**src/rtl/seg7_scan_driver_if.sv**
```systemverilog
`default_nettype none
// ============================================================================
//  Module   : seg7_scan_driver_if
//  Brief    : Digit values, enable/blink controls and display pin bundle for
//             the seven-segment scan driver.
//  Revision : 1.0 - initial release
// ============================================================================
interface seg7_scan_driver_if;
    logic       en;
    logic [5:0] hrs_tens;
    logic [5:0] hrs_ones;
    logic [5:0] min_tens;
    logic [5:0] min_ones;
    logic [5:0] sec_tens;
    logic [5:0] sec_ones;
    logic [5:0] blink_mask;
    logic [7:0] an;
    logic [6:0] seg;
    logic       dp;

    modport master (
        output en, hrs_tens, hrs_ones, min_tens, min_ones, sec_tens, sec_ones,
               blink_mask,
        input  an, seg, dp
    );

    modport slave (
        input  en, hrs_tens, hrs_ones, min_tens, min_ones, sec_tens, sec_ones,
               blink_mask,
        output an, seg, dp
    );
endinterface
`default_nettype wire

```
**src/rtl/seg7_scan_driver.sv**
```systemverilog
`default_nettype none
// ============================================================================
//  Module   : seg7_scan_driver
//  Brief    : Time-multiplexed driver for an 8-digit common-anode display,
//             showing six time digits with dp separators and digit blinking.
//  Revision : 1.0 - initial release
// ============================================================================
module seg7_scan_driver #(
    parameter int unsigned SCAN_DIV  = 100_000,
    parameter int unsigned BLINK_DIV = 50_000_000
) (
    input  logic              clk,
    input  logic              rst,
    seg7_scan_driver_if.slave bus
);

    localparam int unsigned SCAN_W  = (SCAN_DIV  > 1) ? $clog2(SCAN_DIV)  : 1;
    localparam int unsigned BLINK_W = (BLINK_DIV > 1) ? $clog2(BLINK_DIV) : 1;

    localparam logic [SCAN_W-1:0]  SCAN_LAST  = SCAN_W'(SCAN_DIV - 1);
    localparam logic [BLINK_W-1:0] BLINK_LAST = BLINK_W'(BLINK_DIV - 1);
    localparam logic [2:0]         IDX_LAST   = 3'd5;

    localparam logic [7:0] AN_OFF   = 8'hFF;
    localparam logic [6:0] SEG_OFF  = 7'h7F;
    localparam logic [6:0] SEG_DASH = 7'b0111111;

    // Active-low {g,f,e,d,c,b,a}; anything outside 0..9 is shown as a dash
    function automatic logic [6:0] decode_digit(input logic [5:0] value);
        logic [6:0] pattern;
        case (value)
            6'd0:    pattern = 7'b1000000;
            6'd1:    pattern = 7'b1111001;
            6'd2:    pattern = 7'b0100100;
            6'd3:    pattern = 7'b0110000;
            6'd4:    pattern = 7'b0011001;
            6'd5:    pattern = 7'b0010010;
            6'd6:    pattern = 7'b0000010;
            6'd7:    pattern = 7'b1111000;
            6'd8:    pattern = 7'b0000000;
            6'd9:    pattern = 7'b0010000;
            default: pattern = SEG_DASH;
        endcase
        return pattern;
    endfunction

    logic [SCAN_W-1:0]  scan_cnt_q,  scan_cnt_d;
    logic [BLINK_W-1:0] blink_cnt_q, blink_cnt_d;
    logic               phase_q,     phase_d;
    logic [2:0]         idx_q,       idx_d;
    logic [7:0]         an_q,        an_d;
    logic [6:0]         seg_q,       seg_d;
    logic               dp_q,        dp_d;

    logic [5:0]         cur_digit;
    logic               cur_blink;
    logic               blank;

    // Current digit and its blink-mask bit, both indexed like the anodes
    always_comb begin
        cur_digit = 6'd0;
        cur_blink = 1'b0;
        case (idx_q)
            3'd0: begin cur_digit = bus.sec_ones; cur_blink = bus.blink_mask[0]; end
            3'd1: begin cur_digit = bus.sec_tens; cur_blink = bus.blink_mask[1]; end
            3'd2: begin cur_digit = bus.min_ones; cur_blink = bus.blink_mask[2]; end
            3'd3: begin cur_digit = bus.min_tens; cur_blink = bus.blink_mask[3]; end
            3'd4: begin cur_digit = bus.hrs_ones; cur_blink = bus.blink_mask[4]; end
            3'd5: begin cur_digit = bus.hrs_tens; cur_blink = bus.blink_mask[5]; end
            default: begin cur_digit = 6'd0; cur_blink = 1'b0; end
        endcase
    end

    always_comb begin
        scan_cnt_d = scan_cnt_q;
        idx_d      = idx_q;
        if (bus.en) begin
            if (scan_cnt_q == SCAN_LAST) begin
                scan_cnt_d = '0;
                idx_d      = (idx_q == IDX_LAST) ? 3'd0 : idx_q + 3'd1;
            end else begin
                scan_cnt_d = scan_cnt_q + 1'b1;
            end
        end
    end

    // Blink timebase free-runs so blinking stays steady across enable toggles
    always_comb begin
        blink_cnt_d = blink_cnt_q + 1'b1;
        phase_d     = phase_q;
        if (blink_cnt_q == BLINK_LAST) begin
            blink_cnt_d = '0;
            phase_d     = ~phase_q;
        end
    end

    always_comb begin
        blank = !bus.en || (phase_q && cur_blink);
        an_d  = AN_OFF;
        seg_d = SEG_OFF;
        dp_d  = 1'b1;
        if (!blank) begin
            an_d  = ~(8'd1 << idx_q);
            seg_d = decode_digit(cur_digit);
            dp_d  = !((idx_q == 3'd2) || (idx_q == 3'd4));
        end
    end

    always_ff @(posedge clk or posedge rst) begin
        if (rst) begin
            scan_cnt_q  <= '0;
            blink_cnt_q <= '0;
            phase_q     <= 1'b0;
            idx_q       <= 3'd0;
            an_q        <= AN_OFF;
            seg_q       <= SEG_OFF;
            dp_q        <= 1'b1;
        end else begin
            scan_cnt_q  <= scan_cnt_d;
            blink_cnt_q <= blink_cnt_d;
            phase_q     <= phase_d;
            idx_q       <= idx_d;
            an_q        <= an_d;
            seg_q       <= seg_d;
            dp_q        <= dp_d;
        end
    end

    assign bus.an  = an_q;
    assign bus.seg = seg_q;
    assign bus.dp  = dp_q;

endmodule
`default_nettype wire

```
**src/flat_wrapper.sv**
```systemverilog
// flat-port wrapper written by rule: the top's interface ports become plain ports
module seg7_scan_driver_flat 
#(
    parameter int unsigned SCAN_DIV  = 100_000,
    parameter int unsigned BLINK_DIV = 50_000_000
)
  (clk, rst, bus_en, bus_hrs_tens, bus_hrs_ones, bus_min_tens, bus_min_ones, bus_sec_tens, bus_sec_ones, bus_blink_mask, bus_an, bus_seg, bus_dp);
  seg7_scan_driver_if bus_i ();
  input  logic clk;
  input  logic rst;
  input wire logic [$bits(bus_i.en)-1:0] bus_en;
  input wire logic [$bits(bus_i.hrs_tens)-1:0] bus_hrs_tens;
  input wire logic [$bits(bus_i.hrs_ones)-1:0] bus_hrs_ones;
  input wire logic [$bits(bus_i.min_tens)-1:0] bus_min_tens;
  input wire logic [$bits(bus_i.min_ones)-1:0] bus_min_ones;
  input wire logic [$bits(bus_i.sec_tens)-1:0] bus_sec_tens;
  input wire logic [$bits(bus_i.sec_ones)-1:0] bus_sec_ones;
  input wire logic [$bits(bus_i.blink_mask)-1:0] bus_blink_mask;
  output wire logic [$bits(bus_i.an)-1:0] bus_an;
  output wire logic [$bits(bus_i.seg)-1:0] bus_seg;
  output wire logic [$bits(bus_i.dp)-1:0] bus_dp;
  assign bus_i.en = bus_en;
  assign bus_i.hrs_tens = bus_hrs_tens;
  assign bus_i.hrs_ones = bus_hrs_ones;
  assign bus_i.min_tens = bus_min_tens;
  assign bus_i.min_ones = bus_min_ones;
  assign bus_i.sec_tens = bus_sec_tens;
  assign bus_i.sec_ones = bus_sec_ones;
  assign bus_i.blink_mask = bus_blink_mask;
  assign bus_an = bus_i.an;
  assign bus_seg = bus_i.seg;
  assign bus_dp = bus_i.dp;
  seg7_scan_driver #(.SCAN_DIV(SCAN_DIV), .BLINK_DIV(BLINK_DIV)) u_core (.clk(clk), .rst(rst), .bus(bus_i));
endmodule
```
**config.mk**
```make
export PLATFORM = sky130hd
export DESIGN_NAME = seg7_scan_driver_flat
export DESIGN_NICKNAME = d
export VERILOG_FILES = /design/src/rtl/seg7_scan_driver_if.sv /design/src/rtl/seg7_scan_driver.sv /design/src/flat_wrapper.sv
export SDC_FILE = /design/constraint.sdc
export NUM_CORES = 1
export LEC_CHECK = 0
export CAP_MARGIN = 5
export CORE_MARGIN = 2
export CORE_UTILIZATION = 47
export CTS_CLUSTER_DIAMETER = 100
export CTS_CLUSTER_SIZE = 14
export DETAILED_ROUTE_END_ITERATION = 8
export PLACE_DENSITY = 0.73
export SYNTH_ARGS = -nofsm -noshare
export SYNTH_HDL_FRONTEND = slang
export SYNTH_SLANG_ARGS = --single-unit
```
**constraint.sdc**
```tcl
create_clock -name clk -period 3 [get_ports clk]
set_clock_uncertainty 0.2 [all_clocks]
set_input_delay 0.45 -clock clk [delete_from_list [all_inputs] [get_ports clk]]
set_output_delay 0.45 -clock clk [all_outputs]
set_load 0.02 [all_outputs]
```
==> flow_metrics.tcl <==
set metrics [dict create \
    status "complete, no violations" \
    synthTopCellsByArea "dfrtp_1 (35%), dfstp_2 (13%), xor2_1 (6.5%), nor2_1 (4.0%), nand2_1 (3.9%)" \
    grt_pass1_wl_um 11800 \
    fin_setup_tns_ns 0 \
    dp_cells 478 \
    p_leak_nw 1.89 \
    wire_per_inst_um 14.5 \
    relSlewSlack_pct 62.5 \
    ff_latch_area_um2 1600 \
    synth_cells 323 \
    slowest_delay_ns 0.48 \
    max_clock_freq_mhz 377 \
    clock-sinks 63 \
    die_y_um 88.5 \
    slew_viol_final 0 \
    final_cells 494 \
    io_buffers 60 \
    synthDominantCellAreaShare_pct 35.0 \
    critPathArrivalTime_ns 2.70 \
    final_area_um2 4260 \
    vias_per_cell 5.27 \
    worstPathMaxFanout 9 \
    fin_util_pct 62.0 \
    rsz0062_at_grt "false" \
    finalCriticalPeriod_ns 2.65 \
    synth-async-reset-ratio_pct 100 \
    drc 0 \
    tightest_slew_ns 0.562 \
    layout_commonest_cell "clkdlybuf4s50_1" \
    fp-row-count 30 \
    ant_nets 0 \
    nFillCells 586 \
    fp.dieW_um 88.5 \
    synth-edff-count 0 \
    gp_congestion 0.871 \
    postSynthAreaPerCell_um2 10.4 \
    cts_buffer_depth 2 \
    crit_top_cell "ha_1" \
    cts-root-buf "clkbuf_8" \
    cts_hold_buffers 0 \
    critical_path_class "flop to flop" \
    num_io_pins 61 \
    vias 2603 \
    cts_tree "built" \
    grt_usage_pct 19.4 \
    grt_pass1_vias 2523 \
    layout-drive-gt1-share_pct 14.6 \
    yosysTopAreaCell "dfrtp_1" \
    hold_viol 0 \
    syn_to_final_growth_pct 26.9 \
    synth_cell_types 58 \
    fin_ws_ns 0.346 \
    drv_cap 0 \
    first_pass_iters 4 \
    finalSetupViolations 0 \
    ctsResizeCount 0 \
    numCtsBuffers 9 \
    fin_nets 447 \
    vdd_drop_max_v 0.000271 \
    drt_iter0_markers 170 \
    preCtsSetupSlack_ns 0.262 \
    dieArea_um2 7830 \
    slowest_stage "dfrtp_1" \
    htree_levels 3 \
    initial_core_util_pct 48.9 \
    multi_input_area_um2 1630 \
    yosysWarnings 0 \
    finalCritPeriodShare_pct 88.5 \
    hold_class "flop to flop" \
    critPathRequiredTime_ns 3.04 \
    postCtsSetupRepairBufs 0 \
    mostFrequentLayoutCells "clkdlybuf4s50_1 (60), dfrtp_1 (47), nor2_1 (36), nand2_1 (35), xor2_1 (25)" \
    power.density_nw_per_um2 432 \
    diodes 0 \
    fin_total_pwr_mw 1.84 \
    synth_top_flop_cell "dfrtp_1" \
    cp-start-kind "flop" \
    end_kind "flop" \
    clk_latency_ns 0.33 \
    path_cells "and2_1 > ha_1 > a222oi_1 > nor2b_1 > inv_1 > ha_1 > nor3b_1 > o31ai_1" \
    grt_antenna_before_repair 0 \
    seq_area_frac_synth_pct 47.6 \
    hpwlAfterDp_um 5360 \
    core_um2 6870 \
    synth_seq_cells 63 \
    grt_start_max_net_pins 38 \
    routed_wl_um 7170 \
    place_area_um2 4070 \
    overflow 0 \
    clk_pin_slew_ns 0.06 \
    synthesis.nets 377 \
    syn_area_um2 3360 \
    holdWs_ns 0.280 \
]
-- power by group --
group	leakage (nW)	internal (mW)	switching (mW)
Clock	0.100	0.403	0.311
Combinational	0.995	0.111	0.0873
Sequential	0.796	0.890	0.0385
-- per-layer routing --
| layer | wire [um] | global-route usage, % | vias up | part of all wire, % |
|---|---|---|---|---|
| met5 | 0 | 0 | - | 0 |
| met4 | 178 | 8.68 | 0 | 2.5 |
| met3 | 299 | 4.10 | 14 | 4.2 |
| met2 | 3430 | 29.7 | 68 | 48 |
| met1 | 3260 | 26.6 | 1250 | 45 |
| li1 | - | - | 1271 | - |
-- path summary, 6_finish.rpt --
path,endpoint,slack [ns],cells after the start,start
worst max-delay path,u_core.bus.seg[0],0.35,8,u_core.idx_q[1]
worst min-delay path,u_core.blink_cnt_q[0],0.28,1,u_core.blink_cnt_q[0]
worst max register to register,u_core.bus.seg[0],0.35,8,u_core.idx_q[1]
worst min register to register,u_core.blink_cnt_q[0],0.28,1,u_core.blink_cnt_q[0]
min in group asynchronous,u_core.phase_q,0.30,2,rst
max in group asynchronous,u_core.bus.an[3],1.65,3,rst
-- worst max-delay path: cells and delay by family (launching register included) --
family	cells	cell delay [ns]
AND/OR/NAND/NOR	3	0.86
flip-flops	1	0.48
AO/OA/AOI/OAI	2	0.46
adder cells (fa/ha/maj)	2	0.45
buffers and inverters	1	0.11
-- logic make-up (layout without fill, tap and decap cells) --
logic type                 count (synthesis)  after routing  synth area share [%]
and+or+nand+nor                          152            152                  24.9
AOI/OAI and AO/OA                         30             30                  6.49
adders and majority gates                  9              9                  3.35
DFF                                       63             63                  47.6
buffers and inverters                     20             95                  3.88
xor gates and xnor gates                  40             40                  10.4
muxes                                      9              9                  3.35
-- area by class of cell --
class,count,area share [%]
Clock buffer,12,3.41
Sequential cell,63,37.5
Tap cell,96,2.82
Timing Repair Buffer,70,16.2
Multi-Input combinational cell,240,38.3
Clock inverter,4,1.06
Inverter,9,0.793
-- sequential cells by signal, summed over array words and instances, names as in the netlist --
| register | flops |
|---|---|
| u_core.blink_cnt_q | 26 |
| u_core.bus.an | 8 |
| u_core.bus.dp | 1 |
| u_core.bus.seg | 7 |
| u_core.idx_q | 3 |
| u_core.phase_q | 1 |
| u_core.scan_cnt_q | 17 |
-- Yosys cell counts, types with 3 or more instances --
library cell,number
dfrtp_1,47
nor2_1,36
nand2_1,35
xor2_1,25
dfstp_2,16
nand3_1,16
xnor2_1,15
nand4_1,12
ha_1,9
inv_1,9
o21ai_0,9
and3_1,7
nor3_1,6
nand3b_1,5
o31ai_1,5
and4_1,4
mux2_2,4
nor4_1,4
clkbuf_1,3
clkbuf_8,3
mux2i_1,3
nand4b_1,3
nor2b_1,3
nor3b_1,3
(Power assumes the default switching activity.)
